File: src/rtl/dtcm_ctrl.sv
// dtcm_ctrl: LSU-side controller for the single-port TCM SRAM.
// Turns a valid/ready load/store request into RAM addr/din/we/wem and returns
// aligned, sign/zero-extended read data on a valid/ready response channel.
// Optional feature macro: DTCM_CTRL_MISALIGN_CHK_EN (flags misaligned half/word
// accesses as errors; when undefined the misaligned low address bits are ignored).
module dtcm_ctrl #(
  parameter int unsigned RAM_DP = 512,
  parameter int unsigned RAM_AW = 9,
  parameter int unsigned AW     = 32
) (
  input  logic              clk,
  input  logic              rst,
  input  logic              req_valid,
  output logic              req_ready,
  input  logic [AW-1:0]     req_addr,
  input  logic              req_wen,
  input  logic [1:0]        req_size,
  input  logic              req_unsigned,
  input  logic [31:0]       req_wdata,
  output logic              rsp_valid,
  input  logic              rsp_ready,
  output logic [31:0]       rsp_rdata,
  output logic              rsp_err,
  output logic [RAM_AW-1:0] ram_addr,
  output logic [31:0]       ram_din,
  output logic              ram_we,
  output logic [3:0]        ram_wem,
  input  logic [31:0]       ram_dout
);

  localparam logic [0:0] StIdle = 1'b0;
  localparam logic [0:0] StRsp  = 1'b1;

  localparam logic [1:0] SzByte = 2'b00;
  localparam logic [1:0] SzHalf = 2'b01;
  localparam logic [1:0] SzWord = 2'b10;

  logic [0:0]        state_q, state_d;
  logic [RAM_AW-1:0] addr_q, addr_d;
  logic              op_q, op_d;    // 1 = store
  logic [1:0]        size_q, size_d;
  logic [1:0]        lane_q, lane_d;
  logic              uns_q, uns_d;
  logic              err_q, err_d;

  logic              accept;
  logic              range_err;
  logic              misalign_err;
  logic              req_err;
  logic [7:0]        byte_sel;
  logic [15:0]       half_sel;

  assign rsp_valid = (state_q == StRsp);
  assign req_ready = !rst && (!rsp_valid || rsp_ready);
  assign accept    = req_valid && req_ready;

  // Any byte beyond the last RAM word is out of range.
  assign range_err = (req_addr >> 2) >= AW'(RAM_DP);

`ifdef DTCM_CTRL_MISALIGN_CHK_EN
  assign misalign_err = ((req_size == SzHalf) && req_addr[0]) ||
                        ((req_size == SzWord) && (req_addr[1:0] != 2'b00));
`else
  assign misalign_err = 1'b0;
`endif

  assign req_err = range_err || (req_size == 2'b11) || misalign_err;

  assign ram_we   = accept && req_wen && !req_err;
  // Outside accept cycles the held address makes the RAM re-read the same word,
  // keeping ram_dout stable while the response is stalled.
  assign ram_addr = accept ? req_addr[RAM_AW+1:2] : addr_q;

  // Store lane steering: replicate data, mask selects the lanes written.
  always_comb begin
    ram_wem = 4'b0000;
    ram_din = 32'h0;
    unique case (req_size)
      SzByte: begin
        ram_wem = 4'b0001 << req_addr[1:0];
        ram_din = {4{req_wdata[7:0]}};
      end
      SzHalf: begin
        ram_wem = req_addr[1] ? 4'b1100 : 4'b0011;
        ram_din = {2{req_wdata[15:0]}};
      end
      SzWord: begin
        ram_wem = 4'b1111;
        ram_din = req_wdata;
      end
      default: begin
        ram_wem = 4'b0000;
        ram_din = 32'h0;
      end
    endcase
  end

  // Next-state: response bookkeeping reloads on every accept.
  always_comb begin
    state_d = state_q;
    addr_d  = addr_q;
    op_d    = op_q;
    size_d  = size_q;
    lane_d  = lane_q;
    uns_d   = uns_q;
    err_d   = err_q;
    if (accept) begin
      state_d = StRsp;
      addr_d  = req_addr[RAM_AW+1:2];
      op_d    = req_wen;
      size_d  = req_size;
      lane_d  = req_addr[1:0];
      uns_d   = req_unsigned;
      err_d   = req_err;
    end else if (rsp_ready) begin
      state_d = StIdle;
    end
  end

  // State registers with synchronous reset; a pending response is dropped.
  always_ff @(posedge clk) begin
    if (rst) begin
      state_q <= StIdle;
      addr_q  <= '0;
      op_q    <= 1'b0;
      size_q  <= 2'b00;
      lane_q  <= 2'b00;
      uns_q   <= 1'b0;
      err_q   <= 1'b0;
    end else begin
      state_q <= state_d;
      addr_q  <= addr_d;
      op_q    <= op_d;
      size_q  <= size_d;
      lane_q  <= lane_d;
      uns_q   <= uns_d;
      err_q   <= err_d;
    end
  end

  // Read data alignment and extension, straight from the RAM output.
  always_comb begin
    unique case (lane_q)
      2'd0:    byte_sel = ram_dout[7:0];
      2'd1:    byte_sel = ram_dout[15:8];
      2'd2:    byte_sel = ram_dout[23:16];
      default: byte_sel = ram_dout[31:24];
    endcase
    half_sel = lane_q[1] ? ram_dout[31:16] : ram_dout[15:0];
    unique case (size_q)
      SzByte:  rsp_rdata = {{24{byte_sel[7] & ~uns_q}}, byte_sel};
      SzHalf:  rsp_rdata = {{16{half_sel[15] & ~uns_q}}, half_sel};
      SzWord:  rsp_rdata = ram_dout;
      default: rsp_rdata = 32'h0;
    endcase
    if (op_q || err_q) begin
      rsp_rdata = 32'h0;
    end
  end

  assign rsp_err = rsp_valid && err_q;

endmodule

File: config.mk
export PLATFORM = sky130hd
export DESIGN_NAME = dtcm_ctrl
export DESIGN_NICKNAME = d
export VERILOG_FILES = /design/src/rtl/dtcm_ctrl.sv
export SDC_FILE = /design/constraint.sdc
export NUM_CORES = 1
export LEC_CHECK = 0
export CAP_MARGIN = 0
export CORE_MARGIN = 3
export CORE_UTILIZATION = 27
export DETAILED_ROUTE_END_ITERATION = 8
export PLACE_DENSITY = 0.79
export SLEW_MARGIN = 20
export SYNTH_ARGS = -nofsm -noshare
export SYNTH_HDL_FRONTEND = slang
export SYNTH_SLANG_ARGS = --single-unit
File: constraint.sdc
create_clock -name clk -period 2 [get_ports clk]
set_input_delay 0.5 -clock clk [delete_from_list [all_inputs] [get_ports clk]]
set_output_delay 0.5 -clock clk [all_outputs]
set_load 0.005 [all_outputs]
==> metrics.csv, run 1 <==
stage,metric,value,unit
synthesis,Synth async-reset ratio,0,%
sta,Setup WS post-layout,-0.376,ns
pwr,"IR drop worst, VDD",0.303,mV
sta,final setup vio count,43,
worst_setup_path,Setup Crit Path Kind,flop to output pin,
synthesis,Yosys reg bits,17,
clock_tree,CTS Sinks,17,
synthesis,"EDFF count, synth",0,
synthesis,Ys Warns,0,
worst_setup_path,FF-to-FF Start,rsp_valid$_SDFFE_PP0P_,
clock_tree,CTS hold repair buffers,0,
die,chip width,87.4,um
finish,synth-to-layout area growth,163,%
synthesis,cell area after synthesis,1790,um2
worst_setup_path,"Largest delay share family, worst path",compound AO/OA/AOI/OAI gates,
synthesis,Main synth FF type,dfxtp_1,
detailed_routing,post-route DRC violation count,0,
finish,Multi-input gate area,1650,um2
finish,Final Core Density,73.7,%
clock_tree,Clock Latency Late Sink,0.25,ns
die,starting density of the core,28.0,%
detailed_routing,vias after detailed routing,2968,
worst_setup_path,startpoint types,flop,
worst_setup_path,CP arrival,1.88,ns
run_status,status,"complete, but fails checks",
run,Max Cap Viol,0,
sta,final period utilization,119,%
pwr,Total Power,1.88,mW
sta,f_max,421,MHz
detailed_routing,Post-Route WL,10300,um
synthesis,syn_area_per_cell,6.98,um2
worst_setup_path,Crit-path slowest cell,a2111oi_4,
die,CORE AREA,6390,um2
die,Die ar.,7630,um2
sta,"Slew Viols, Final",0,
finish,"Cell Count, Final, Fillers Out",595,
worst_setup_path,most frequent CP cell,buf_6,
clock_tree,Clock Path Buffers,2,
sta,Rel. slew slack,74.8,%
detailed_routing,drt via density,4.99,
synthesis,syn_nets,360,
finish,fraction of layout cells with a size suffix above 1,46.9,%
worst_setup_path,worst-path cell chain,buf_8 > mux2i_4 > a2111oi_4 > o21ai_4 > buf_6 > buf_6 > nand2_2 > buf_6,
place,placed cells,536,
worst_setup_path,crit-path max FO,5,
finish,fillers,463,
die,Die Height,87.4,um
run_status,failing checks,negative setup slack,
detailed_routing,post-DR wirelength/cell,17.4,um
sta,min Tclk post-route,2.38,ns
die,IO Pins,185,
global_routing,antenna violations before repair,1,
clock_tree,total CTS buffers,3,
finish,post-route cell area,4700,um2
place,I/O Buffers,184,
worst_setup_path,crit end category,output pin,
sta,Worst-Margin Slew,0.378,ns
synthesis,post-synthesis sequential area ratio,19.0,%
detailed_routing,antenna-violating nets left,0,
global_routing,vias in the first global route,3139,
sta,Final Skew,0.00981,ns
global_routing,first-pass GRT wire length,14800,um
clock_tree,clock-pin transition on the worst setup and hold timing paths,0.07,ns
detailed_routing,Detailed Route Iter0 Violations,76,
clock_tree,H-tree depth,1,
finish,Nets,621,
pwr,Lkg Pwr,2.42,nW
global_routing,GRT Util Overall,24.4,%
synthesis,Synth cell types,31,
die,FP Rows,29,
clock_tree,clock root buffer,clkbuf_8,
place,routability cong.,0.971,
worst_setup_path,"Largest stage delay, worst path",0.38,ns
sta,RSZ-0062 raised after global routing,true,
worst_setup_path,crit path from,lane_q[1]$_SDFFE_PP0P_,
min_path,Hold WC Path Type,input port to flop,
detailed_routing,drt pass-1 iters,4,
sta,final hold violation count,0,
global_routing,largest net degree at the start of global routing,32,
worst_setup_path,WP buf/inv,4,
worst_setup_path,WP data required,1.50,ns
min_path,hold path startpoint,req_valid,
place,post-place instance area,3940,um2
synthesis,Syn Inst Count,256,
pwr,PwrDens,400,nW/um2
place,dpl ws,-1.16,ns
place,DP Wirelength,6960,um
clock_tree,CTS tree,built,
global_routing,total grt overflow,0,
finish,Sequential cell area,349,um2
==> state kept, by name, indices dropped and copies added, names as in the netlist <==
name	flops
addr_q	9
lane_q	2
size_q	2
err_q	1
op_q	1
rsp_valid	1
uns_q	1
==> worst reg2reg max path: stages (launching register included) <==
cell     delay (ns)
dfxtp_2        0.32
nor2b_4        0.13
nor3b_4        0.24
buf_6          0.15
buf_6          0.10
buf_6          0.09
buf_4          0.09
buf_4          0.15
mux2i_1        0.19
nor2_1         0.05
==> where the power goes <==
part / switching (mW) / total (mW) / internal (mW) / leakage [nW]
Clock: 0.116 / 0.256 / 0.140 / 0.0217
Combinational: 0.502 / 1.25 / 0.747 / 2.26
Sequential: 0.0172 / 0.377 / 0.360 / 0.142
Total: 0.636 / 1.88 / 1.25 / 2.42
==> final cells by class <==
| cell class | count | share of cell area [%] |
|---|---|---|
| flip-flops and latches | 17 | 7.42 |
| repair buffers | 277 | 53.6 |
| clock inverters | 1 | 0.160 |
| multi-input cells | 208 | 35.0 |
| well taps | 77 | 2.05 |
| clock buffers | 3 | 0.878 |
| inverters | 10 | 0.798 |
| diodes | 2 | 0.106 |
==> per-stage QoR <==
| step | TNS, ns | hold WS (ns) |
|---|---|---|
| 5_1_grt | -12.45 | 0.540 |
| 3_3_place_gp | -57.62 | 0.471 |
| 6_report | -9.51 | 0.495 |
| 3_5_place_dp | -59.85 | 0.483 |
| 4_1_cts | -8.87 | 0.504 |
| 2_1_floorplan | -0.0577 | 0.450 |
==> placed cells by master (no fill, tap or decap), types with 2 or more instances in the layout <==
cell | synthesis | layout
a2111oi_4 | 1 | 2
a21o_1 | 16 | 16
a21oi_1 | 22 | 17
a21oi_2 | 0 | 5
a222oi_1 | 7 | 7
a22oi_2 | 0 | 6
and2_1 | 11 | 10
buf_12 | 0 | 2
buf_2 | 7 | 45
buf_4 | 1 | 46
buf_6 | 0 | 61
buf_8 | 0 | 2
clkbuf_2 | 0 | 4
clkbuf_8 | 0 | 3
clkdlybuf4s15_1 | 0 | 5
clkdlybuf4s50_1 | 0 | 54
dfxtp_1 | 17 | 12
dfxtp_2 | 0 | 4
diode_2 | 0 | 2
dlygate4sd2_1 | 0 | 47
dlymetal6s2s_1 | 0 | 9
inv_1 | 10 | 10
mux2_4 | 0 | 16
mux2i_1 | 13 | 11
nand2_1 | 53 | 33
nand2_2 | 0 | 16
nand2_4 | 0 | 3
nor2_1 | 20 | 20
nor2b_1 | 7 | 4
nor2b_4 | 0 | 3
nor4_2 | 0 | 3
o21ai_0 | 16 | 10
o21ai_1 | 0 | 3
o21ai_2 | 1 | 3
==> metal layers <==
layer | GRT usage (%) | wire [um]
met2 | 47.9 | 5490
met5 | 0 | 0
met3 | 8.61 | 1110
met4 | 7.95 | 321
met1 | 23.2 | 3430
==> synthesized netlist by cell type, drive strengths merged, types with 2 or more instances <==
master   count  area share (%)
and2        11             3.8
nor3b        2             1.4
inv         10             2.1
nand2b       2            0.70
nand2       53              11
a2111oi      2             2.0
a22oi        7             2.9
o21ai       17             5.0
a21oi       22             6.2
mux2i       13             7.3
a21o        16             6.7
mux2        16              10
clkbuf      13             2.7
nor4         3             1.0
nor3         2            0.56
a222oi       7             3.9
nor2        21             4.5
buf          8             2.4
nor2b        7             2.4
dfxtp       17              19
==> cell families (layout without fill, tap and decap cells) <==
kind of cell | after synthesis | after routing | synth area share, %
compound gates | 73 | 73 | 27.9
simple gates | 105 | 105 | 27.3
buf+inv | 31 | 291 | 7.21
mux | 30 | 30 | 18.6
flops | 17 | 17 | 19.0
other cells | 0 | 2 | 0
==> timing repair <==
item                                   in CTS  in global routing
gates resized for setup                   436                 70
setup endpoints to repair                  79                 56
gates cloned                                6                  0
pin swaps                                  35                 24
buffers inserted                           47                  4
endpoints found under the hold margin       0                  0
==> path summary, 6_finish.rpt <==
kind / slack, ns / to / depth (start not counted)
worst max-delay path: -0.38 / rsp_rdata[25] / 8
worst min-delay path: 0.49 / rsp_valid$_SDFFE_PP0P_ / 3
worst min register to register: 0.50 / op_q$_SDFFE_PP0P_ / 2
worst max register to register: 0.38 / op_q$_SDFFE_PP0P_ / 9
No activity file was read; power rests on OpenSTA's default activity.
==> run 2, diff against run 1 <==
--- a/config.mk
+++ b/config.mk
@@ -8,6 +8,7 @@
 export CAP_MARGIN = 0
 export CORE_MARGIN = 3
 export CORE_UTILIZATION = 27
+export CTS_CLUSTER_SIZE = 16
 export DETAILED_ROUTE_END_ITERATION = 8
 export PLACE_DENSITY = 0.79
 export SLEW_MARGIN = 20
==> results of run 2 <==
Same layout as run 1: the final DEF is identical, and so are final timing and power.
==> RTL change: new RTL, config.mk and constraints of run 2 <==
Build with the macro `DTCM_CTRL_MISALIGN_CHK_EN` defined.
--- a/src/rtl/dtcm_ctrl.sv
+++ b/src/rtl/dtcm_ctrl.sv
@@ -3,6 +3,8 @@
 // aligned, sign/zero-extended read data on a valid/ready response channel.
 // Optional feature macro: DTCM_CTRL_MISALIGN_CHK_EN (flags misaligned half/word
 // accesses as errors; when undefined the misaligned low address bits are ignored).
+`define DTCM_CTRL_MISALIGN_CHK_EN
+
 module dtcm_ctrl #(
   parameter int unsigned RAM_DP = 512,
   parameter int unsigned RAM_AW = 9,
Formal check against the unedited RTL: not equivalent (a bounded check fails within 4 cycles, from zero or initial values and one cycle with rst high).
==> RTL change against run 2 <==
Sequential cell count is the same; highest routed layer unchanged; clock skew shrank 0.00069 ns; final cell count grew 5.9%; utilization shrank 3.5 points; first-iteration DRC count grew 17%; the run still ends with setup timing left; final area grew 3.6%; total power grew 1.4%; via count grew 8.1%; wire length grew 8.0%; area after synthesis grew 10%; critical endpoint is now ram_we; count of clock-buffer cells in the layout is the same; worst setup slack gained 0.11 ns.
==> RTL change: results (changes against run 2) <==
post-place-ws_ns: -1.01  # +0.149 ns
grt_start_max_net_pins: 30  # -6.3%
multi_input_area_mm2: 0.00170  # +3.3%
finalInstanceArea_mm2: 0.00488  # +3.6%
num-nonclk-inverters: 11  # +1
buffer_area_frac: 0.536  # about the same
seq_power_share: 0.196  # -0.004
run_status: "complete, but fails checks"
violations: "setup timing"
drt_iter0_markers: 89  # +17%
avgSynthCellArea_um2: 7.54  # +7.9%
met1_length_um: 3680  # +7.2%
intPower_mw: 1.26  # +0.83%
synth-seq-area-share: 0.172  # -0.0180
antenna_found_initial: 0  # -1
ys_types: 32  # +3.2%
post_cts_buffers: 45  # -4.3%
diodes: 0  # -2
grt_pass1_vias: 3362  # +7.1%
grtUsageMet1: 0.210  # -0.0219
met2_usage: 0.474  # -0.00463
die-width_um: 91.5  # +4.7%
holdCritPathClass: "reg -> reg"
dp_hpwl_um: 7040  # +1.2%
hp-start: "uns_q$_SDFFE_PP0P_"
fillers: 525  # +13%
setup-violations-final: 42  # -2.3%
buffers: 291  # +5.1%
critPathLaunch: "req_addr[16]"
wl_met3_um: 974  # -12%
slowest_stage: "clkdlybuf4s50_1"
fin_worst_skew_ns: 0.00912  # -0.000687 ns
postPlaceCellArea_mm2: 0.00419  # +6.6%
p_comb_frac: 0.666  # +0.002
critPathTopFamily: "simple AND/OR/NAND/NOR gates"
synth_nets: 366  # +1.7%
track_usage: 0.234  # -0.0109
yosys-top-cells-count: "53 x nand2_1, 22 x a21oi_1, 18 x o21ai_0, 17 x dfxtp_1"
grt_first_pass_wirelength_um: 15900  # +7.4%
clockNetworkAreaShare: 0.0100  # -0.000365
netlist_top_cells_area: "dfxtp_1 17%, nand2_1 10%, mux2_2 9.1%"
fin_tns_setup_ns: -6.72  # +2.79 ns
seq_cells: 17  # unchanged
drive_gt1_frac: 0.470  # +0.00105
p_per_area_mw_per_mm2: 392  # -2.2%
post_layout_nonfiller_instances: 630  # +5.9%
met3_usage: 0.0630  # -0.0231
power.leakage_nw: 2.51  # +3.5%
fin_ws_ns: -0.263  # +0.113 ns
gp_congestion: 0.814  # -16%
multi_input_cells: 211  # +1.4%
seq_area_frac: 0.0721  # -0.00210
placed_cells: 565  # +5.4%
detail_route.vias_per_cell: 5.09  # +2.1%
nets: 639  # +2.9%
cpPeakStageDelay_ns: 0.44  # +0.06 ns
cts.repair.resized: 406  # -6.9%
-- RTL change: cell types whose count changed after synthesis, sizes merged, moves of 2 or more --
cell / before / now
a2111oi: 2 / 0
a222oi: 7 / 0
a22o: 0 / 8
buf: 8 / 13
clkbuf: 13 / 10
mux4: 1 / 8
nor2: 21 / 13
o211ai: 0 / 2
-- RTL change: path summary, 6_finish.rpt --
check / to / slack [ns] / depth (start not counted)
worst min-delay path: uns_q$_SDFFE_PP0P_ / 0.54 / 2
worst max-delay path: ram_we / -0.26 / 5
worst max register to register: addr_q[5]$_SDFF_PP0_ / 0.41 / 7
worst min register to register: uns_q$_SDFFE_PP0P_ / 0.54 / 2
-- RTL change: kinds of logic after synthesis --
family	after synthesis	synth area share
multiplexers	37	0.248
AO/OA/AOI/OAI	78	0.255
AND/OR/NAND/NOR	96	0.234
buffers and inverters	34	0.0906
flip-flops	17	0.172
